File: config.mk
export PLATFORM = sky130hd
export DESIGN_NAME = rx_bit_timer
export DESIGN_NICKNAME = d
export VERILOG_FILES = /design/src/rtl/rx_bit_timer.sv
export SDC_FILE = /design/constraint.sdc
export NUM_CORES = 1
export LEC_CHECK = 0
export CORE_AREA = 5 5 42 44
export CTS_BUF_LIST = sky130_fd_sc_hd__clkbuf_8
export CTS_CLUSTER_DIAMETER = 200
export DETAILED_ROUTE_END_ITERATION = 12
export DIE_AREA = 0 0 47 49
export PLACE_DENSITY = 0.76
export SYNTH_ARGS = -nofsm -noshare
export SYNTH_HDL_FRONTEND = slang
export SYNTH_SLANG_ARGS = --single-unit
File: constraint.sdc
create_clock -name clk -period 1.9 [get_ports clk]
set_input_delay 0.38 -clock clk [delete_from_list [all_inputs] [get_ports clk]]
set_output_delay 0.38 -clock clk [all_outputs]
set_load 0.03 [all_outputs]
File: src/rtl/rx_bit_timer.sv
// Receive bit timer for the full-speed USB receiver.
// Recovers the bit phase from D+ transitions and emits a one-cycle sample
// strobe per data bit. Bit-stuffed bits are removed (and a stuffed 1 is
// flagged as an error). A pulse is raised after every completed byte.
module rx_bit_timer #(
  parameter int CLKS_PER_BIT = 8,
  parameter int SAMPLE_POINT = 3,
  parameter int STUFF_LEN    = 6
) (
  input  logic clk,
  input  logic n_rst,
  input  logic rcving,
  input  logic d_edge,
  input  logic d_orig,
  input  logic eop,
  output logic shift_en,
  output logic stuff_bit,
  output logic stuff_err,
  output logic byte_received
);

  localparam int PW = $clog2(CLKS_PER_BIT);
  localparam int OW = $clog2(STUFF_LEN + 1);

  localparam logic [PW-1:0] PHASE_MAX    = PW'(CLKS_PER_BIT - 1);
  localparam logic [PW-1:0] PHASE_SAMPLE = PW'(SAMPLE_POINT);
  localparam logic [PW-1:0] PHASE_ONE    = PW'(1);
  localparam logic [OW-1:0] ONES_MAX     = OW'(STUFF_LEN);

  typedef enum logic [1:0] {
    IDLE = 2'd0,
    SYNC = 2'd1,
    RUN  = 2'd2
  } state_t;

  state_t        state_q, state_d;
  logic [PW-1:0] phase_q, phase_d;
  logic [OW-1:0] ones_cnt_q, ones_cnt_d;
  logic [2:0]    bit_cnt_q, bit_cnt_d;
  logic          byte_received_q, byte_received_d;

  logic tick;
  logic stuff;

  // Sample-point decode: purely combinational so the strobe has no added latency.
  always_comb begin
    tick      = (state_q == RUN) & rcving & (phase_q == PHASE_SAMPLE);
    stuff     = (ones_cnt_q == ONES_MAX);
    shift_en  = tick & ~stuff;
    stuff_bit = tick & stuff;
    stuff_err = tick & stuff & d_orig;
  end

  assign byte_received = byte_received_q;

  // Next-state logic: FSM, phase tracking, stuffing and bit counting.
  always_comb begin
    state_d    = state_q;
    phase_d    = phase_q;
    ones_cnt_d = ones_cnt_q;
    bit_cnt_d  = bit_cnt_q;
    // tick is gated by rcving, so a byte completing as rcving falls is dropped.
    byte_received_d = shift_en & ~eop & (bit_cnt_q == 3'd7) & rcving;

    if (!rcving) begin
      state_d    = IDLE;
      phase_d    = '0;
      ones_cnt_d = '0;
      bit_cnt_d  = '0;
    end else begin
      unique case (state_q)
        IDLE: state_d = SYNC;
        SYNC: begin
          if (d_edge) begin
            state_d = RUN;
            phase_d = PHASE_ONE;
          end
        end
        RUN: begin
          // The edge cycle itself is phase 0, so resync lands on phase 1.
          if (d_edge)                   phase_d = PHASE_ONE;
          else if (phase_q == PHASE_MAX) phase_d = '0;
          else                          phase_d = phase_q + PHASE_ONE;
        end
        default: state_d = IDLE;
      endcase

      if (tick) begin
        if (stuff || eop)  ones_cnt_d = '0;
        else if (d_orig)   ones_cnt_d = ones_cnt_q + OW'(1);
        else               ones_cnt_d = '0;
      end

      // Stuffed bits never reach here because shift_en excludes them.
      if (shift_en) begin
        if (eop) bit_cnt_d = '0;
        else     bit_cnt_d = bit_cnt_q + 3'd1;
      end
    end
  end

  // State register with asynchronous active-low reset.
  always_ff @(posedge clk or negedge n_rst) begin
    if (!n_rst) begin
      state_q         <= IDLE;
      phase_q         <= '0;
      ones_cnt_q      <= '0;
      bit_cnt_q       <= '0;
      byte_received_q <= 1'b0;
    end else begin
      state_q         <= state_d;
      phase_q         <= phase_d;
      ones_cnt_q      <= ones_cnt_d;
      bit_cnt_q       <= bit_cnt_d;
      byte_received_q <= byte_received_d;
    end
  end

endmodule

==> summary.md <==
| Metric | Value |
|---|---|
| Outcome | complete, but fails checks |
| Violated checks | setup timing |
| Delay of the slowest critical-path stage | 0.40 ns |
| CORE AREA | 1400 µm² |
| CTS tree | built |
| Synthesized flop and latch total | 12 |
| Most numerous cell in the Yosys netlist | dfrtp_1 |
| IO Port Bufs | 9 |
| Final Max Tran Viols | 0 |
| Placed Instances | 93 |
| Final nets | 97 |
| CTS Root Cell | clkbuf_8 |
| Cell area after placement | 816 µm² |
| Synth top area cells | dfrtp_1, ha_1, mux2i_1 |
| # fillers | 125 |
| Die height | 49 µm |
| R2r setup slk | 0.36 ns |
| CTS Buf Count | 3 |
| Crit end category | primary output |
| Synth area leader | dfrtp_1 |
| Reg2Reg Depth | 7 |
| Vias in the first global route | 517 |
| Worst slew pin tran | 0.519 ns |
| Power per standard cell area | 615 nW/µm² |
| Overall die width | 47 µm |
| Setup crit start kind | flop |
| Antenna violations before repair | 0 |
| CTS H-tree depth | 1 |
| Max rail drop VDD | 0.549 mV |
| RR Startpoint | phase_q[1] |
| F_max | 0.497 GHz |
| Ordered list of cells on the worst path | ha_4 -> ha_4 -> and4b_1 -> and2b_2 -> and2_4 -> buf_6 |
| Largest delay contributor family on the critical path | simple AND/OR/NAND/NOR gates |
| Post-Layout Cell Count | 98 |
| Critical path class | flop to primary output |
| Share of layout cells above drive strength 1 | 23.2% |
| Syn Nets | 79 |
| Netlist cell types | 30 |
| Top cell type's share of synthesized area | 43.6% |
| Tmin final | 2.01 ns |
| Rel. slew slack | 65.3% |
| Reg2reg end | bit_cnt_q[1] |
| Largest net degree at the start of global routing | 13 |
| Worst EP required | 1.52 ns |
| Hold Vio Cnt, Final | 0 |
| First-pass GRT wire length | 2270 µm |
| Longest Clk Path Bufs | 2 |
| Routed Antenna Nets | 0 |
| Total number of vias | 523 |
| Leakage power | 0.440 nW |
| Average via count per standard cell | 5.34 |
| Total wire length | 1380 µm |
| Final Setup Violations | 3 |
| GRT Util Overall | 14.3% |
| Crit. path cell count | 6 |
| CP arrival | 1.63 ns |
| Tcrit/Tclk final | 106% |
| Die ar. | 2300 µm² |
| Setup WS post-layout | -0.112 ns |
| CTS Sinks | 12 |
| Max Fanout on Critical Path | 2 |
| FFs w/ async S/R, synth | 100% |
| Overall Power | 0.559 mW |
| DPL Wire Length | 1060 µm |
| Syn avg cell area | 10.4 µm² |
| Critical path origin | phase_q[1] |
| Number of I/O pins | 10 |
| # DRC | 0 |
| Fin Clk Skew | 0.0101 ns |
| CP max-delay cell | dfrtp_1 |
| CTS clk-pin slew, worst paths | 0.05 ns |
| Most frequent cells after synthesis | dfrtp_1, ha_1, nand2_1, inv_1, nand2b_1 |
| Total gr overflow | 0 |
| DR pass1 iterations | 3 |
| DRT iter0 DRCs | 2 |
| Initial Util | 49.1% |
| Hold WS | 0.478 ns |
| WL per Instance | 14.1 µm |
| Gpl congestion | 0.744 |
| Ys flop type | dfrtp_1 |
| Finished Cell Area | 910 µm² |
| Cell mode on critical path | ha_4 |
| Syn-to-layout area delta | 32.2% |
| Unrepaired setup endpoints after global routing | true |
| Final core utilization | 64.9% |
| Hold Path Class | input pin to async pin |
| Sequential element share of the synthesized area | 43.6% |
| Yosys warnings | 0 |
| Post-CTS Hold Fix Bufs | 0 |
| Cell count after synthesis | 66 |
| Rows | 14 |
| Synthesized cell area | 688 µm² |
| Number of synthesized flops with an enable pin | 0 |
| Number of diodes | 0 |
| Max cap viols | 0 |
| Buf+Inv Stages, Crit Path | 1 |
| End of the critical path | stuff_err |
| Clock latency on the worst-skew pair | 0.24 ns |
==> metrics by stage <==
step	TNS, ns	setup slack, ns
CTS	-0.169	-0.125
global placement	0	0.00906
global route	-0.296	-0.165
finish	-0.132	-0.112
floorplan	0	0.0535
detailed placement	-0.0142	-0.0142
==> what timing repair did <==
item | CTS | global route
setup buffers | 2 | 0
endpoints found under the setup margin | 3 | 3
pin swaps | 4 | 2
gates resized for setup | 6 | 1
==> metal layers <==
layer | track usage, % | vias to the layer above | share of wire [%] | wire length [µm]
met5 | 0 | - | 0 | 0
met4 | 6.45 | 0 | 0.94 | 13
met3 | 8.12 | 2 | 4.4 | 61
met2 | 22.2 | 8 | 55 | 758
met1 | 15.4 | 251 | 40 | 550
li1 | - | 262 | - | -
==> layout make-up <==
| cell class | count | area [µm²] | share of cell area, % |
|---|---|---|---|
| clock buffers | 3 | 41.3 | 4.54 |
| inverters | 5 | 18.8 | 2.06 |
| well taps | 16 | 20.0 | 2.20 |
| multi-input cells | 47 | 394 | 43.3 |
| repair buffers | 15 | 135 | 14.9 |
| flip-flops and latches | 12 | 300 | 33.0 |
==> worst register-to-register path, cell delays in order (launching register included) <==
cell,delay (ns)
dfrtp_1,0.40
ha_4,0.18
ha_4,0.15
and4b_1,0.19
buf_4,0.14
nand2_4,0.07
buf_4,0.14
mux2i_1,0.18
==> sequential cells by signal, summed over array words and instances (netlist names) <==
register / cells
bit_cnt_q: 3
byte_received: 1
phase_q: 3
ones_cnt_q: 3
state_q: 2
==> worst min-delay path by stage <==
| stage | end | slack, ns | cells after the start |
|---|---|---|---|
| after floorplan | bit_cnt_q[0] | 0.08 | 0 |
| after global placement | ones_cnt_q[0] | 0.50 | 1 |
| after detailed placement | ones_cnt_q[1] | 0.51 | 1 |
| after CTS | ones_cnt_q[1] | 0.51 | 1 |
| after global routing | ones_cnt_q[0] | 0.52 | 1 |
| final | ones_cnt_q[0] | 0.48 | 1 |
==> power by group <==
group          total [mW]  internal, mW  switching (mW)
Sequential          0.274         0.263          0.0108
Clock               0.229         0.139          0.0897
Combinational      0.0563        0.0316          0.0248
==> cell families after synthesis <==
logic type      Yosys count  synth area share, %
xor+xnor                  2                 2.55
compound gates           13                 12.5
buf+inv                   7                 4.00
flops                    12                 43.6
fa+ha+maj                 7                 12.7
simple gates             22                 20.2
mux                       3                 4.36
==> cells in the final DEF (no fill, tap or decap), types with 2 or more instances in the layout <==
| master | instances |
|---|---|
| inv_1 | 4 |
| buf_6 | 2 |
| clkdlybuf4s50_1 | 6 |
| o2bb2ai_1 | 2 |
| dfrtp_1 | 12 |
| nor4b_1 | 2 |
| ha_1 | 5 |
| nand2b_1 | 4 |
| nand2_1 | 5 |
| buf_4 | 7 |
| o21a_1 | 2 |
| a21oi_1 | 2 |
| o21ai_0 | 3 |
| clkbuf_8 | 3 |
| ha_4 | 2 |
| mux2i_1 | 3 |
Note: power is estimated with default switching activity, not from simulation.
